File: config.mk
export PLATFORM = sky130hd
export DESIGN_NAME = countdown_sched_flat
export DESIGN_NICKNAME = d
export VERILOG_FILES = /design/src/rtl/countdown_sched_if.sv /design/src/rtl/countdown_sched.sv /design/src/flat_wrapper.sv
export SDC_FILE = /design/constraint.sdc
export NUM_CORES = 1
export LEC_CHECK = 0
export CAP_MARGIN = 20
export CORE_ASPECT_RATIO = 2
export CORE_MARGIN = 4
export CORE_UTILIZATION = 53
export DETAILED_ROUTE_END_ITERATION = 10
export GPL_ROUTABILITY_DRIVEN = 0
export GPL_TIMING_DRIVEN = 0
export PLACE_DENSITY = 0.8
export SKIP_LAST_GASP = 1
export SYNTH_ARGS = -nofsm -noshare
export SYNTH_HDL_FRONTEND = slang
export SYNTH_SLANG_ARGS = --single-unit
File: constraint.sdc
create_clock -name clk -period 3.1 [get_ports clk]
set_input_delay 0.62 -clock clk [delete_from_list [all_inputs] [get_ports clk]]
set_output_delay 0.62 -clock clk [all_outputs]
set_load 0.02 [all_outputs]
File: src/rtl/countdown_sched_if.sv
// countdown_sched_if -- request/response bundle for countdown_sched.
//   master : drives tick / lockout request / user alarm controls, observes counter.
//   slave  : countdown_sched itself.
//   Inputs to the block : tick, lk_req, usr_load, usr_val[27:0], usr_start, usr_abort
//   Outputs of the block: cnt_val[27:0], owner, st[1:0], usr_ack, usr_nack,
//                         usr_done, lk_done
interface countdown_sched_if;
    logic        tick;
    logic        lk_req;
    logic        usr_load;
    logic [27:0] usr_val;
    logic        usr_start;
    logic        usr_abort;
    logic [27:0] cnt_val;
    logic        owner;
    logic [1:0]  st;
    logic        usr_ack;
    logic        usr_nack;
    logic        usr_done;
    logic        lk_done;

    modport master (
        output tick, lk_req, usr_load, usr_val, usr_start, usr_abort,
        input  cnt_val, owner, st, usr_ack, usr_nack, usr_done, lk_done
    );

    modport slave (
        input  tick, lk_req, usr_load, usr_val, usr_start, usr_abort,
        output cnt_val, owner, st, usr_ack, usr_nack, usr_done, lk_done
    );
endinterface

File: src/rtl/countdown_sched.sv
// countdown_sched -- shared BCD countdown arbitrated between a user alarm and
// a password lockout. The lockout preempts the user alarm, parking its value
// in a save register, and hands it back when the lockout expires.
// Ports:
//   clk    : system clock, rising edge
//   rst_n  : asynchronous active-low reset
//   bus    : countdown_sched_if.slave (controls in, counter/state/pulses out)
// Counter format: 7 BCD nibbles d6..d0 = 10h, h, 10min, min, 10s, s, tenths.
module countdown_sched #(
    parameter logic [27:0] LOCK_PRESET = 28'h0001000
) (
    input  logic                  clk,
    input  logic                  rst_n,
    countdown_sched_if.slave      bus
);

    typedef enum logic [1:0] {
        S_IDLE  = 2'd0,
        S_ARMED = 2'd1,
        S_RUN_U = 2'd2,
        S_RUN_L = 2'd3
    } state_t;

    // BCD decrement by one tenth; caller guarantees v != 0 so d6 never borrows.
    function automatic logic [27:0] bcd_dec(input logic [27:0] v);
        logic [27:0] r;
        logic        borrow;
        logic [3:0]  d;
        logic [3:0]  dmax;
        r      = v;
        borrow = 1'b1;
        for (int i = 0; i < 7; i++) begin
            d    = v[i*4 +: 4];
            dmax = (i == 2 || i == 4) ? 4'd5 : 4'd9;
            if (borrow) begin
                if (d != 4'd0) begin
                    r[i*4 +: 4] = d - 4'd1;
                    borrow      = 1'b0;
                end else if (i != 6) begin
                    r[i*4 +: 4] = dmax;
                end
            end
        end
        return r;
    endfunction

    function automatic logic bcd_ok(input logic [27:0] v);
        logic ok;
        ok = 1'b1;
        for (int i = 0; i < 7; i++) begin
            if (v[i*4 +: 4] > ((i == 2 || i == 4) ? 4'd5 : 4'd9))
                ok = 1'b0;
        end
        return ok;
    endfunction

    state_t      r_st;
    logic [27:0] r_cnt;
    logic        r_owner;
    logic [27:0] r_saved;
    logic        r_saved_valid;
    logic        r_saved_armed;
    logic        r_usr_ack;
    logic        r_usr_nack;
    logic        r_usr_done;
    logic        r_lk_done;

    logic [27:0] w_dec;
    logic        w_load_ok;
    logic        w_run_expire;

    assign w_dec     = bcd_dec(r_cnt);
    assign w_load_ok = bcd_ok(bus.usr_val);
    // A running state with a zero count (e.g. LOCK_PRESET of 0) expires at once.
    assign w_run_expire = (r_cnt == '0) || (bus.tick && (w_dec == '0));

    always_ff @(posedge clk or negedge rst_n) begin
        if (!rst_n) begin
            r_st          <= S_IDLE;
            r_cnt         <= '0;
            r_owner       <= 1'b0;
            r_saved       <= '0;
            r_saved_valid <= 1'b0;
            r_saved_armed <= 1'b0;
            r_usr_ack     <= 1'b0;
            r_usr_nack    <= 1'b0;
            r_usr_done    <= 1'b0;
            r_lk_done     <= 1'b0;
        end else begin
            r_usr_ack  <= 1'b0;
            r_usr_nack <= 1'b0;
            r_usr_done <= 1'b0;
            r_lk_done  <= 1'b0;
            case (r_st)
                S_IDLE: begin
                    if (bus.lk_req) begin
                        r_st          <= S_RUN_L;
                        r_owner       <= 1'b1;
                        r_cnt         <= LOCK_PRESET;
                        r_saved_valid <= 1'b0;
                        r_usr_nack    <= bus.usr_load;
                    end else if (bus.usr_load) begin
                        // usr_start in the same cycle is dropped: load wins.
                        if (w_load_ok) begin
                            r_st      <= S_ARMED;
                            r_cnt     <= bus.usr_val;
                            r_usr_ack <= 1'b1;
                        end else begin
                            r_usr_nack <= 1'b1;
                        end
                    end
                end
                S_ARMED: begin
                    if (bus.lk_req) begin
                        // Park the armed value; a coincident abort discards it.
                        r_saved       <= r_cnt;
                        r_saved_armed <= 1'b1;
                        r_saved_valid <= !bus.usr_abort;
                        r_st          <= S_RUN_L;
                        r_owner       <= 1'b1;
                        r_cnt         <= LOCK_PRESET;
                        r_usr_nack    <= bus.usr_load;
                    end else if (bus.usr_abort) begin
                        r_st       <= S_IDLE;
                        r_cnt      <= '0;
                        r_usr_nack <= bus.usr_load;
                    end else if (bus.usr_load) begin
                        if (w_load_ok) begin
                            r_cnt     <= bus.usr_val;
                            r_usr_ack <= 1'b1;
                        end else begin
                            r_usr_nack <= 1'b1;
                        end
                    end else if (bus.usr_start) begin
                        if (r_cnt == '0) begin
                            r_st       <= S_IDLE;
                            r_usr_done <= 1'b1;
                        end else begin
                            r_st <= S_RUN_U;
                        end
                    end
                end
                S_RUN_U: begin
                    r_usr_nack <= bus.usr_load;
                    if (bus.lk_req) begin
                        // Save the unticked value: a same-cycle tick is dropped.
                        r_saved       <= r_cnt;
                        r_saved_armed <= 1'b0;
                        r_saved_valid <= !bus.usr_abort;
                        r_st          <= S_RUN_L;
                        r_owner       <= 1'b1;
                        r_cnt         <= LOCK_PRESET;
                    end else if (bus.usr_abort) begin
                        r_st  <= S_IDLE;
                        r_cnt <= '0;
                    end else if (w_run_expire) begin
                        r_st       <= S_IDLE;
                        r_cnt      <= '0;
                        r_usr_done <= 1'b1;
                    end else if (bus.tick) begin
                        r_cnt <= w_dec;
                    end
                end
                S_RUN_L: begin
                    r_usr_nack <= bus.usr_load;
                    if (bus.usr_abort)
                        r_saved_valid <= 1'b0;
                    if (w_run_expire) begin
                        r_lk_done     <= 1'b1;
                        r_owner       <= 1'b0;
                        r_saved_valid <= 1'b0;
                        if (r_saved_valid && !bus.usr_abort) begin
                            r_cnt <= r_saved;
                            r_st  <= r_saved_armed ? S_ARMED : S_RUN_U;
                        end else begin
                            r_cnt <= '0;
                            r_st  <= S_IDLE;
                        end
                    end else if (bus.tick) begin
                        r_cnt <= w_dec;
                    end
                end
                default: begin
                    r_st    <= S_IDLE;
                    r_cnt   <= '0;
                    r_owner <= 1'b0;
                end
            endcase
        end
    end

    assign bus.cnt_val  = r_cnt;
    assign bus.owner    = r_owner;
    assign bus.st       = r_st;
    assign bus.usr_ack  = r_usr_ack;
    assign bus.usr_nack = r_usr_nack;
    assign bus.usr_done = r_usr_done;
    assign bus.lk_done  = r_lk_done;

endmodule

File: src/flat_wrapper.sv
// flat-port wrapper written by rule: the top's interface ports become plain ports
module countdown_sched_flat 
#(
    parameter logic [27:0] LOCK_PRESET = 28'h0001000
)
  (clk, rst_n, bus_tick, bus_lk_req, bus_usr_load, bus_usr_val, bus_usr_start, bus_usr_abort, bus_cnt_val, bus_owner, bus_st, bus_usr_ack, bus_usr_nack, bus_usr_done, bus_lk_done);
  countdown_sched_if bus_i ();
  input  logic clk;
  input  logic rst_n;
  input wire logic [$bits(bus_i.tick)-1:0] bus_tick;
  input wire logic [$bits(bus_i.lk_req)-1:0] bus_lk_req;
  input wire logic [$bits(bus_i.usr_load)-1:0] bus_usr_load;
  input wire logic [$bits(bus_i.usr_val)-1:0] bus_usr_val;
  input wire logic [$bits(bus_i.usr_start)-1:0] bus_usr_start;
  input wire logic [$bits(bus_i.usr_abort)-1:0] bus_usr_abort;
  output wire logic [$bits(bus_i.cnt_val)-1:0] bus_cnt_val;
  output wire logic [$bits(bus_i.owner)-1:0] bus_owner;
  output wire logic [$bits(bus_i.st)-1:0] bus_st;
  output wire logic [$bits(bus_i.usr_ack)-1:0] bus_usr_ack;
  output wire logic [$bits(bus_i.usr_nack)-1:0] bus_usr_nack;
  output wire logic [$bits(bus_i.usr_done)-1:0] bus_usr_done;
  output wire logic [$bits(bus_i.lk_done)-1:0] bus_lk_done;
  assign bus_i.tick = bus_tick;
  assign bus_i.lk_req = bus_lk_req;
  assign bus_i.usr_load = bus_usr_load;
  assign bus_i.usr_val = bus_usr_val;
  assign bus_i.usr_start = bus_usr_start;
  assign bus_i.usr_abort = bus_usr_abort;
  assign bus_cnt_val = bus_i.cnt_val;
  assign bus_owner = bus_i.owner;
  assign bus_st = bus_i.st;
  assign bus_usr_ack = bus_i.usr_ack;
  assign bus_usr_nack = bus_i.usr_nack;
  assign bus_usr_done = bus_i.usr_done;
  assign bus_lk_done = bus_i.lk_done;
  countdown_sched #(.LOCK_PRESET(LOCK_PRESET)) u_core (.clk(clk), .rst_n(rst_n), .bus(bus_i));
endmodule
==> flow_summary_export.csv, run 1 <==
group,metric,value,unit
synthesis,synthTopCellsByArea,"dfrtp_1, mux2i_1, mux2_2, a21o_1, nor2_1",
drt,wl_per_cell,20.12,µm
die,die-area,8894,µm²
grt,grt.total_usage,28.10,%
grt,antenna_found_initial,0,
die,initial_core_util,54.18,%
sta,tightest_slew,0.8414,ns
synthesis,yosys_register_bits,65,
sta,worst_clock_skew,0.006124,ns
power_and_ir_drop,p_int,2.522,mW
final_layout,drive_above_1_share,12.92,%
synthesis,synth.avg_cell_area,10.04,µm²
grt,grt_max_degree,66,
final_layout,final_cells,564,
setup_path,worst-path-max-fanout,10,
cts,hold_buffers,0,
power_and_ir_drop,switchingPower,1.783,mW
die,die_h,129.4,µm
sta,holdWs,0.3735,ns
power_and_ir_drop,ir_drop,424.3,µV
synthesis,synth_mux_area_share,15.88,%
final_layout,final_cell_area,5027,µm²
place,pre_cts_slack,-0.5971,ns
power_and_ir_drop,clock_power_share,22.8,%
cts,post-cts-setup-buffer-count,0,
sta,drv_slew,0,
place,portBuffers,68,
setup_path,path_cells,"or4_4 -> nand3b_4 -> nor4_4 -> mux2i_1 -> nor2_2 -> o211a_1 -> buf_6 -> buf_8 -> a21o_1",
grt,grt_pass1_wl,18410,µm
cts,cts.clk_slew.worst_paths,0.05,ns
sta,timing.final.crit_period,2.940,ns
setup_path,critical-path-max-stage-delay,0.62,ns
cts,worstSkewPairLatency,0.34,ns
die,core,7212,µm²
synthesis,synth-edff-count,0,
cts,cts_sinks,65,
sta,max_freq,340.1,MHz
setup_path,path_class,"flip-flop to flip-flop",
die,rows,44,
place,dp.cells,549,
place,dpl_cell_area,4701,µm²
grt,met1_usage,29.90,%
sta,hold_violations,0,
synthesis,syn-instance-count,389,
final_layout,area_delta_synth_final,28.66,%
synthesis,synth.top_cell.area_share,41.63,%
sta,fin_crit_sh,94.84,%
synthesis,synth_nets,429,
min_path,hp-class,"primary input to asynchronous set/reset pin",
setup_path,cp_data_required_time,3.32,ns
die,boundaryPins,70,
run_status,status,"complete, no violations",
flow_run,cap_viol_max_count,0,
sta,fin_setup_tns,0,ns
synthesis,synth_top_family_by_area,"simple AND/OR/NAND/NOR gates",
power_and_ir_drop,p_leak,2.301,nW
synthesis,synth_compound_area_share,16.55,%
sta,setup_slack,0.1599,ns
synthesis,async_flop_share,100.0,%
power_and_ir_drop,p_seq_share,27.1,%
final_layout,diodes,0,
drt,drt_pass1_iterations,4,
drt,drt_iter0_drc,225,
cts,cts_inserted_buffers,9,
power_and_ir_drop,powerDensity,856.3,nW/µm²
power_and_ir_drop,switching_share,41.42,%
synthesis,yosys.area.top_type,"dfrtp_1",
sta,rsz0062_at_grt,"false",
final_layout,fin_util,69.71,%
grt,busiest_layer,"met2",
drt,route.detailed.drc,0,
synthesis,syn-cell-area,3907,µm²
drt,avgViaCountPerCell,6.211,
setup_path,end_kind,"flip-flop",
synthesis,yosys.area_share.simple,17.16,%
drt,drt_wl_total,11350,µm
sta,relSlewSlack,43.91,%
grt,gr-usage-met2,46.42,%
setup_path,critPathLaunchType,"flip-flop",
synthesis,ys_seq_area_share,41.63,%
grt,met3_usage,5.898,%
synthesis,synthAdderAreaFrac,1.601,%
sta,finalSetupViolCount,0,
synthesis,ys_warn_count,0,
grt,overflow,0,
synthesis,synth_xor_area_share,2.690,%
setup_path,arrival,3.16,ns
synthesis,ys_types,58,
cts,clockRootBuffer,"clkbuf_16",
drt,vias,3503,
cts,cts_max_level,3,
place,dpl.hpwl,8047,µm
setup_path,slowest_stage,"or4_4",
setup_path,worstSetupStartpoint,"u_core.bus.cnt_val[11]",
cts,cts_tree,"built",
setup_path,r2r_start,"u_core.bus.cnt_val[11]",
die,die_w,68.72,µm
drt,ant_nets,0,
grt,grt_pass1_vias,3818,
power_and_ir_drop,p_comb_share,50.1,%
cts,clk_path_buf_depth,2,
synthesis,synth_ff_type,"dfrtp_1",
final_layout,nets,507,
power_and_ir_drop,total_power,4.305,mW
[power by group through the flow]
stage / Combinational (mW) / Clock (mW) / Sequential (mW)
final: 2.16 / 0.983 / 1.16
after global routing: 2.32 / 1.04 / 1.19
after CTS: 2.11 / 0.998 / 1.16
after detailed placement: 2.06 / 0 / 1.17
after global placement: 2.02 / 0 / 1.16
after floorplan: 1.34 / 0 / 1.24
[worst max-delay path: cells and delay by family (launching register included)]
kind	cells	cell delay [ns]
mux	1	0.37
compound gates	2	0.41
flops	1	0.48
simple gates	4	1.27
buf+inv	2	0.29
[placed cells by master (no fill, tap or decap), types with 4 or more instances in the layout]
| cell | n |
|---|---|
| ha_1 | 5 |
| nor2_1 | 41 |
| nand2_1 | 17 |
| nor4_1 | 6 |
| inv_1 | 11 |
| a21o_1 | 23 |
| clkbuf_8 | 4 |
| o21ai_0 | 15 |
| clkbuf_16 | 9 |
| and2_1 | 4 |
| xnor2_1 | 9 |
| nor3_1 | 10 |
| clkbuf_1 | 12 |
| a211o_1 | 4 |
| nand4_1 | 5 |
| dfrtp_1 | 65 |
| mux2i_1 | 35 |
| or3_1 | 4 |
| o22ai_1 | 21 |
| nor2b_1 | 4 |
| a21oi_1 | 10 |
| mux2_2 | 24 |
| nand3_1 | 8 |
| clkdlybuf4s50_1 | 67 |
[metal layers]
metal / routed length [µm] / share of wire (%) / vias up
li1: - / - / 1593
met1: 4116 / 36 / 1703
met2: 5919 / 52 / 145
met3: 580 / 5.1 / 62
met4: 733 / 6.5 / 0
met5: 0 / 0 / -
[state kept, by name, indices dropped and copies added (netlist names)]
signal and cells:
u_core.r_saved_armed 1, u_core.r_saved_valid 1, u_core.bus.st 2, u_core.bus.usr_nack 1, u_core.bus.usr_ack 1, u_core.bus.lk_done 1
u_core.bus.owner 1, u_core.r_saved 28, u_core.bus.cnt_val 28, u_core.bus.usr_done 1
[final timing paths]
kind	end	depth (start not counted)	slack, ns
hold reg to reg	u_core.bus.cnt_val[5]	1	0.47
min in group clk	u_core.bus.cnt_val[5]	1	0.47
hold / removal	u_core.bus.st[0]	1	0.37
setup reg to reg	u_core.bus.cnt_val[7]	9	0.16
setup / recovery	u_core.bus.cnt_val[7]	9	0.16
max in group asynchronous	u_core.bus.cnt_val[14]	1	2.16
[final cells by class]
type | instances | area [µm²]
fill | 555 | 2185
multi-input combinational | 290 | 2138
sequential | 65 | 1627
timing repair buffer | 68 | 678.2
clock buffer | 14 | 284.0
buffer | 22 | 133.9
tap | 92 | 115.1
inverter | 11 | 41.29
clock inverter | 2 | 10.01
[logic make-up (layout without fill, tap and decap cells)]
family / count (synthesis) / count (layout)
compound gates: 95 / 95
xor+xnor: 12 / 12
fa+ha+maj: 5 / 5
buf+inv: 34 / 117
flops: 65 / 65
mux: 59 / 59
simple gates: 119 / 119
[what timing repair did]
action                     in CTS  in global routing
resized for setup               2                  7
pin swaps                       0                  0
setup endpoints to repair      28                 31
[synth_stat cells, drive strengths merged (2+ instances only)]
cell type  number
nand2b          2
o22ai          21
a211oi          2
nand3           8
xor2            3
a21boi          3
nand3b          2
or4             2
o31ai           2
nor4            9
xnor2           9
a211o           4
nand4           6
a22o            2
a21oi          10
nand2          17
inv            11
nor2           42
and2            4
dfrtp          65
nor2b           4
clkbuf         12
o21ai          16
o21a            2
nor4b           4
a21o           23
nor3           11
ha              5
mux2i          35
buf            11
or3             4
mux2           24
Power figures use the tool's default switching activity.
==> run 2: changes to the inputs <==
- CELL_PAD_IN_SITES_DETAIL_PLACEMENT: not set -> 0
- CELL_PAD_IN_SITES_GLOBAL_PLACEMENT: not set -> 1
- CORE_UTILIZATION: 53 -> 37
- PLACE_DENSITY: 0.8 -> not set
- PLACE_DENSITY_LB_ADDON: not set -> 0.1
- clock period: 3.1 -> 2.5 ns (I/O delays scaled with it)
==> run 2 against run 1 <==
Effect of this change: final cell count grew 12%; sequential power grew 28%; first-iteration DRC count shrank 37%; global-route usage shrank 6.9 points; critical path type unchanged; fmax grew 13%; largest cell class unchanged; the flow now finishes with violations (negative setup slack); critical path depth is the same; power grew 36%; die area grew 39%; register-to-register slack lost 0.25 ns; via count shrank 0.26%; utilization shrank 16 points; cell area grew 8.9%.
==> flow_summary_export.csv, run 2 (synthesis gave the netlist of run 1 again) <==
group,metric,value,unit
sta,fin_crit_sh,103.7,%
sta,max_freq,385.9,MHz
sta,hold_violations,0,
setup_path,worstSetupStartpoint,"u_core.bus.cnt_val[10]",
final_layout,area_delta_synth_final,40.12,%
run_status,violations,"negative setup slack",
setup_path,r2r_slack,-0.09,ns
setup_path,path_class,"flip-flop to flip-flop",
final_layout,nets,532,
power_and_ir_drop,p_leak,2.488,nW
power_and_ir_drop,switchingPower,2.385,mW
cts,worstSkewPairLatency,0.33,ns
setup_path,timing.rr.end,"u_core.bus.cnt_val[10]",
drt,route.detailed.drc,0,
drt,ant_nets,0,
die,die-area,12370,µm²
setup_path,arrival,2.80,ns
power_and_ir_drop,clock_power_share,21.2,%
setup_path,slowest_stage,"dfrtp_2",
grt,grt_pass1_vias,3582,
drt,drt_pass1_iterations,4,
cts,cts_tree,"built",
setup_path,critPathBufInv,2,
setup_path,path_cells,"buf_4 -> or3_1 -> and4b_2 -> mux2i_4 -> nand4_4 -> o21ai_2 -> buf_6 -> nor2_1 -> a211o_1",
grt,grt_pass1_wl,19620,µm
power_and_ir_drop,total_power,5.871,mW
power_and_ir_drop,p_comb_share,53.6,%
die,rows,52,
cts,cts_max_level,3,
power_and_ir_drop,ir_drop,705.8,µV
die,boundaryPins,70,
setup_path,critPathLaunchType,"flip-flop",
power_and_ir_drop,p_seq_share,25.2,%
die,die_w,80.67,µm
setup_path,r2r_start,"u_core.bus.cnt_val[10]",
setup_path,cp_data_required_time,2.71,ns
power_and_ir_drop,powerDensity,1072,nW/µm²
die,core,10210,µm²
sta,rsz0062_at_grt,"true",
sta,fin_setup_tns,-1.400,ns
final_layout,fillers,970,
sta,finalSetupViolCount,28,
drt,drt_wl_total,12520,µm
final_layout,final_common_cell,"clkdlybuf4s50_1",
drt,vias,3494,
setup_path,worst-path-max-fanout,10,
cts,hold_buffers,0,
cts,clk_path_buf_depth,2,
drt,wl_per_cell,19.80,µm
cts,cts.clk_slew.worst_paths,0.05,ns
min_path,hp-class,"primary input to asynchronous set/reset pin",
setup_path,crit_path_end,"u_core.bus.cnt_val[10]",
sta,holdWs,0.2656,ns
sta,timing.final.crit_period,2.592,ns
flow_run,cap_viol_max_count,0,
grt,grt_max_degree,66,
sta,setup_slack,-0.09155,ns
grt,overflow,0,
final_layout,diodes,0,
power_and_ir_drop,switching_share,40.63,%
final_layout,layout_common_cells,"clkdlybuf4s50_1, dfrtp_1, nor2_1",
run_status,status,"complete, but fails checks",
drt,drt_iter0_drc,141,
drt,avgViaCountPerCell,5.528,
place,dpl.hpwl,8814,µm
sta,drv_slew,0,
setup_path,crit_cells,9,
die,die_h,153.3,µm
setup_path,end_kind,"flip-flop",
grt,grt.total_usage,21.21,%
power_and_ir_drop,p_int,3.485,mW
sta,relSlewSlack,43.74,%
final_layout,drive_above_1_share,23.34,%
setup_path,critical-path-max-stage-delay,0.42,ns
sta,tightest_slew,0.8439,ns
place,portBuffers,68,
sta,worst_clock_skew,0.003411,ns
cts,clockRootBuffer,"clkbuf_16",
cts,cts_sinks,65,
setup_path,worst_r2r_path_depth,9,
cts,cts_inserted_buffers,9,
die,initial_core_util,38.25,%
grt,antenna_found_initial,0,
setup_path,critical-path-top-delay-family,"simple AND/OR/NAND/NOR gates",
[run 2: cell types whose count changed in the layout (fill, tap and decap cells not counted), moves of 2 or more]
cell      change
buf_4        +28
dfrtp_1       -6
dfrtp_2       +6
clkbuf_1      -4
clkbuf_8      -3
nor2_1        -3
nor2_2        +3
o21ai_0       -3
o21ai_2       +3
buf_16        +2
mux2i_1       -2
nor3_1        -2
nor3_4        +2
nor4_1        -2
[run 2: per-layer routing]
layer | wire (µm) | up-vias | track usage (%) | part of all wire (%)
met4 | 436 | 0 | 9.267 | 3.5
met3 | 516 | 29 | 3.534 | 4.1
met5 | 0 | - | 0 | 0
met1 | 4885 | 1725 | 24.82 | 39
met2 | 6676 | 100 | 37.06 | 53
li1 | - | 1640 | - | -
[run 2: what timing repair did]
action                     in CTS  in global routing
pin swaps                      26                  9
resized for setup              35                 21
setup endpoints to repair      34                 32
gates cloned                    3                  0
buffers inserted               17                 11
[run 2: worst min-delay path by stage]
| stage | start | cells past startpoint | end | slack (ns) |
|---|---|---|---|---|
| floorplan | rst_n | 0 | u_core.bus.cnt_val[0] | 0.20 |
| global placement | u_core.r_saved[6] | 1 | u_core.bus.cnt_val[6] | 0.45 |
| detailed placement | u_core.r_saved[21] | 1 | u_core.bus.cnt_val[21] | 0.46 |
| CTS | rst_n | 1 | u_core.bus.cnt_val[2] | 0.32 |
| global route | rst_n | 1 | u_core.bus.cnt_val[2] | 0.35 |
| finish | rst_n | 1 | u_core.r_saved[8] | 0.27 |
[run 2: cell type report]
class | instances | area [µm²] | area share (%)
Buffer | 18 | 132.6 | 2.422
Sequential cell | 65 | 1634 | 29.84
Clock inverter | 3 | 40.04 | 0.7313
Multi-Input combinational cell | 290 | 2266 | 41.38
Tap cell | 135 | 168.9 | 3.085
Clock buffer | 13 | 250.2 | 4.570
Timing Repair Buffer | 97 | 942.2 | 17.21
Inverter | 11 | 41.29 | 0.7541
[run 2: power by group through the flow]
| stage | combinational, mW | sequential, mW | clock [mW] |
|---|---|---|---|
| finish | 3.15 | 1.48 | 1.24 |
| global route | 3.40 | 1.51 | 1.32 |
| CTS | 2.99 | 1.46 | 1.26 |
| detailed placement | 2.63 | 1.45 | 0 |
| global placement | 2.60 | 1.45 | 0 |
| floorplan | 1.67 | 1.54 | 0 |
[run 2: per-stage QoR]
step | util [%] | setup WS, ns | instances | area [µm²]
6_report | 53.60 | -0.09155 | 632 | 5475
5_1_grt | 53.60 | -0.1609 | 632 | 5475
4_1_cts | 52.22 | -0.1414 | 624 | 5334
3_5_place_dp | 46.69 | -1.292 | 592 | 4770
3_3_place_gp | 46.72 | -1.562 | 592 | 4772
2_1_floorplan | - | -0.01138 | 389 | 3923
==> run 3: changes to the inputs <==
- CORE_UTILIZATION: 37 -> 44
- DONT_BUFFER_PORTS: not set -> 1
- GPL_ROUTABILITY_DRIVEN: 0 -> 1
==> run 3 against run 2 <==
Effect of this change: the flow still finishes with violations (negative setup slack); power shrank 3.7%; clock power grew 14%; utilization grew 1.1 points; critical path depth is the same; global-route usage grew 2.1 points; final cell count shrank 17%; hold slack lost 0.24 ns; combinational power shrank 16%; first-iteration DRC count shrank 11%; flip-flop and latch count is the same; setup slack lost 0.098 ns; sequential share of layout area grew 4.7 points; largest cell class unchanged; highest routed layer unchanged.
==> flow_summary_export.csv, run 3 (synthesis gave the netlist of run 1 again) <==
group,metric,value,unit
final_layout,final_common_cell,"dfrtp_1",
setup_path,arrival,2.92,ns
sta,rsz0062_at_grt,"true",
grt,grt.total_usage,23.36,%
power_and_ir_drop,ir_drop,602.6,µV
cts,clk_path_buf_depth,2,
setup_path,slowest_stage,"or4_4",
drt,drt_iter0_drc,126,
setup_path,critical-path-top-delay-family,"simple AND/OR/NAND/NOR gates",
cts,cts.clk_slew.worst_paths,0.06,ns
grt,grt_pass1_vias,3353,
drt,route.detailed.drc,0,
final_layout,nets,458,
final_layout,drive_above_1_share,26.00,%
run_status,status,"complete, but fails checks",
setup_path,worst-path-max-fanout,8,
cts,cts_tree,"built",
cts,clockRootBuffer,"clkbuf_16",
die,boundaryPins,70,
setup_path,r2r_start,"u_core.bus.cnt_val[11]",
power_and_ir_drop,powerDensity,1194,nW/µm²
sta,drv_slew,0,
min_path,hp-class,"primary input to asynchronous set/reset pin",
run_status,violations,"negative setup slack",
place,dpl_cell_area,4048,µm²
drt,wl_per_cell,21.88,µm
final_layout,fin_util,54.75,%
sta,timing.final.crit_period,2.690,ns
final_layout,fillers,812,
die,die_w,74.64,µm
setup_path,timing.rr.end,"u_core.bus.cnt_val[16]",
place,gp_congestion,0.8423,
final_layout,diodes,0,
setup_path,path_cells,"or4_4 -> nand3b_4 -> or3_4 -> nand4_4 -> nor2_2 -> o211a_1 -> buf_6 -> clkbuf_16 -> a21o_1",
setup_path,path_class,"flip-flop to flip-flop",
grt,overflow,0,
sta,relSlewSlack,41.96,%
sta,fin_crit_sh,107.6,%
place,dpl.hpwl,8303,µm
cts,worstSkewPairLatency,0.34,ns
sta,setup_slack,-0.1898,ns
place,portBuffers,0,
die,core,8648,µm²
setup_path,critPathLaunchType,"flip-flop",
grt,grt_pass1_wl,18040,µm
cts,cts_max_level,3,
power_and_ir_drop,p_leak,2.218,nW
setup_path,critical-path-max-stage-delay,0.58,ns
grt,grt_max_degree,66,
sta,fin_setup_tns,-4.538,ns
setup_path,worstSetupStartpoint,"u_core.bus.cnt_val[11]",
flow_run,cap_viol_max_count,0,
setup_path,end_kind,"flip-flop",
die,die-area,10540,µm²
die,die_h,141.3,µm
drt,drt_wl_total,11450,µm
sta,finalSetupViolCount,30,
sta,tightest_slew,0.8705,ns
final_layout,layout_common_cells,"dfrtp_1, nor2_1, mux2i_1",
drt,avgViaCountPerCell,6.076,
setup_path,r2r_slack,-0.19,ns
setup_path,worst_r2r_path_depth,9,
sta,worst_clock_skew,0.005808,ns
sta,hold_violations,0,
cts,cts_sinks,65,
cts,cts_inserted_buffers,9,
sta,max_freq,371.8,MHz
drt,ant_nets,0,
drt,drt_pass1_iterations,5,
setup_path,cp_data_required_time,2.73,ns
sta,holdWs,0.02981,ns
die,initial_core_util,45.18,%
setup_path,critPathBufInv,2,
final_layout,area_delta_synth_final,21.17,%
grt,antenna_found_initial,0,
die,rows,48,
final_layout,final_cell_area,4735,µm²
drt,vias,3178,
-- run 3: cell types whose count changed in the layout (fill, tap and decap cells not counted), moves of 2 or more --
cell / before / now
clkbuf_8: 1 / 3
clkbuf_1: 8 / 5
buf_4: 29 / 17
clkbuf_2: 1 / 3
o21ai_2: 3 / 1
clkdlybuf4s50_1: 66 / 0
-- run 3: timing repair --
action                                  in CTS  in global routing
hold buffers                                 1                  0
cloned                                       1                  1
resized for setup                           35                 13
buffers inserted                            14                  2
pin swaps                                    8                 11
endpoints found under the hold margin       65                  0
endpoints found under the setup margin      35                 35
-- run 3: through the flow --
step | setup WS, ns | instances | power [mW]
2_1_floorplan | -0.01138 | 389 | 3.210
3_3_place_gp | -0.7918 | 489 | 3.751
3_5_place_dp | -0.7904 | 489 | 3.789
4_1_cts | -0.1769 | 521 | 5.593
5_1_grt | -0.2943 | 523 | 5.990
6_report | -0.1898 | 523 | 5.654
-- run 3: worst reg2reg max path, delay by kind of cell, from the launching register on --
family                 cells  cell delay [ns]
AND/OR/NAND/NOR            5             1.34
flip-flops                 1             0.50
AO/OA/AOI/OAI              2             0.42
buffers and inverters      2             0.32
-- run 3: routing by layer --
metal	wire length [µm]	part of all wire, %	GRT usage (%)	vias to the layer above
met1	4161	36	26.20	1575
met3	623	5.4	4.397	26
met4	431	3.8	12.85	0
met5	0	0	0	-
met2	6228	54	40.09	87
li1	-	-	-	1490
-- run 3: how the worst max path moves through the flow --
stage,endpoint,depth (start not counted)
final,u_core.bus.cnt_val[16],9
after global routing,u_core.bus.cnt_val[0],9
after CTS,u_core.bus.cnt_val[0],9
after detailed placement,u_core.bus.cnt_val[9],8
after global placement,u_core.bus.cnt_val[13],8
after floorplan,u_core.bus.cnt_val[0],9
-- run 3: layout make-up --
type	instances	area [µm²]	area share (%)
flip-flops and latches	65	1635	34.54
repair buffers	19	180.2	3.806
clock inverters	4	73.82	1.559
clock buffers	12	266.5	5.629
multi-input cells	290	2260	47.73
well taps	100	125.1	2.643
inverters	11	41.29	0.8721
plain buffers	22	152.6	3.224
-- run 3: report_power, final --
part           leakage [nW]  switching (mW)  internal, mW
Clock                 0.169           0.461         0.953
Sequential            0.876           0.339          1.25
Combinational          1.17            1.50          1.15
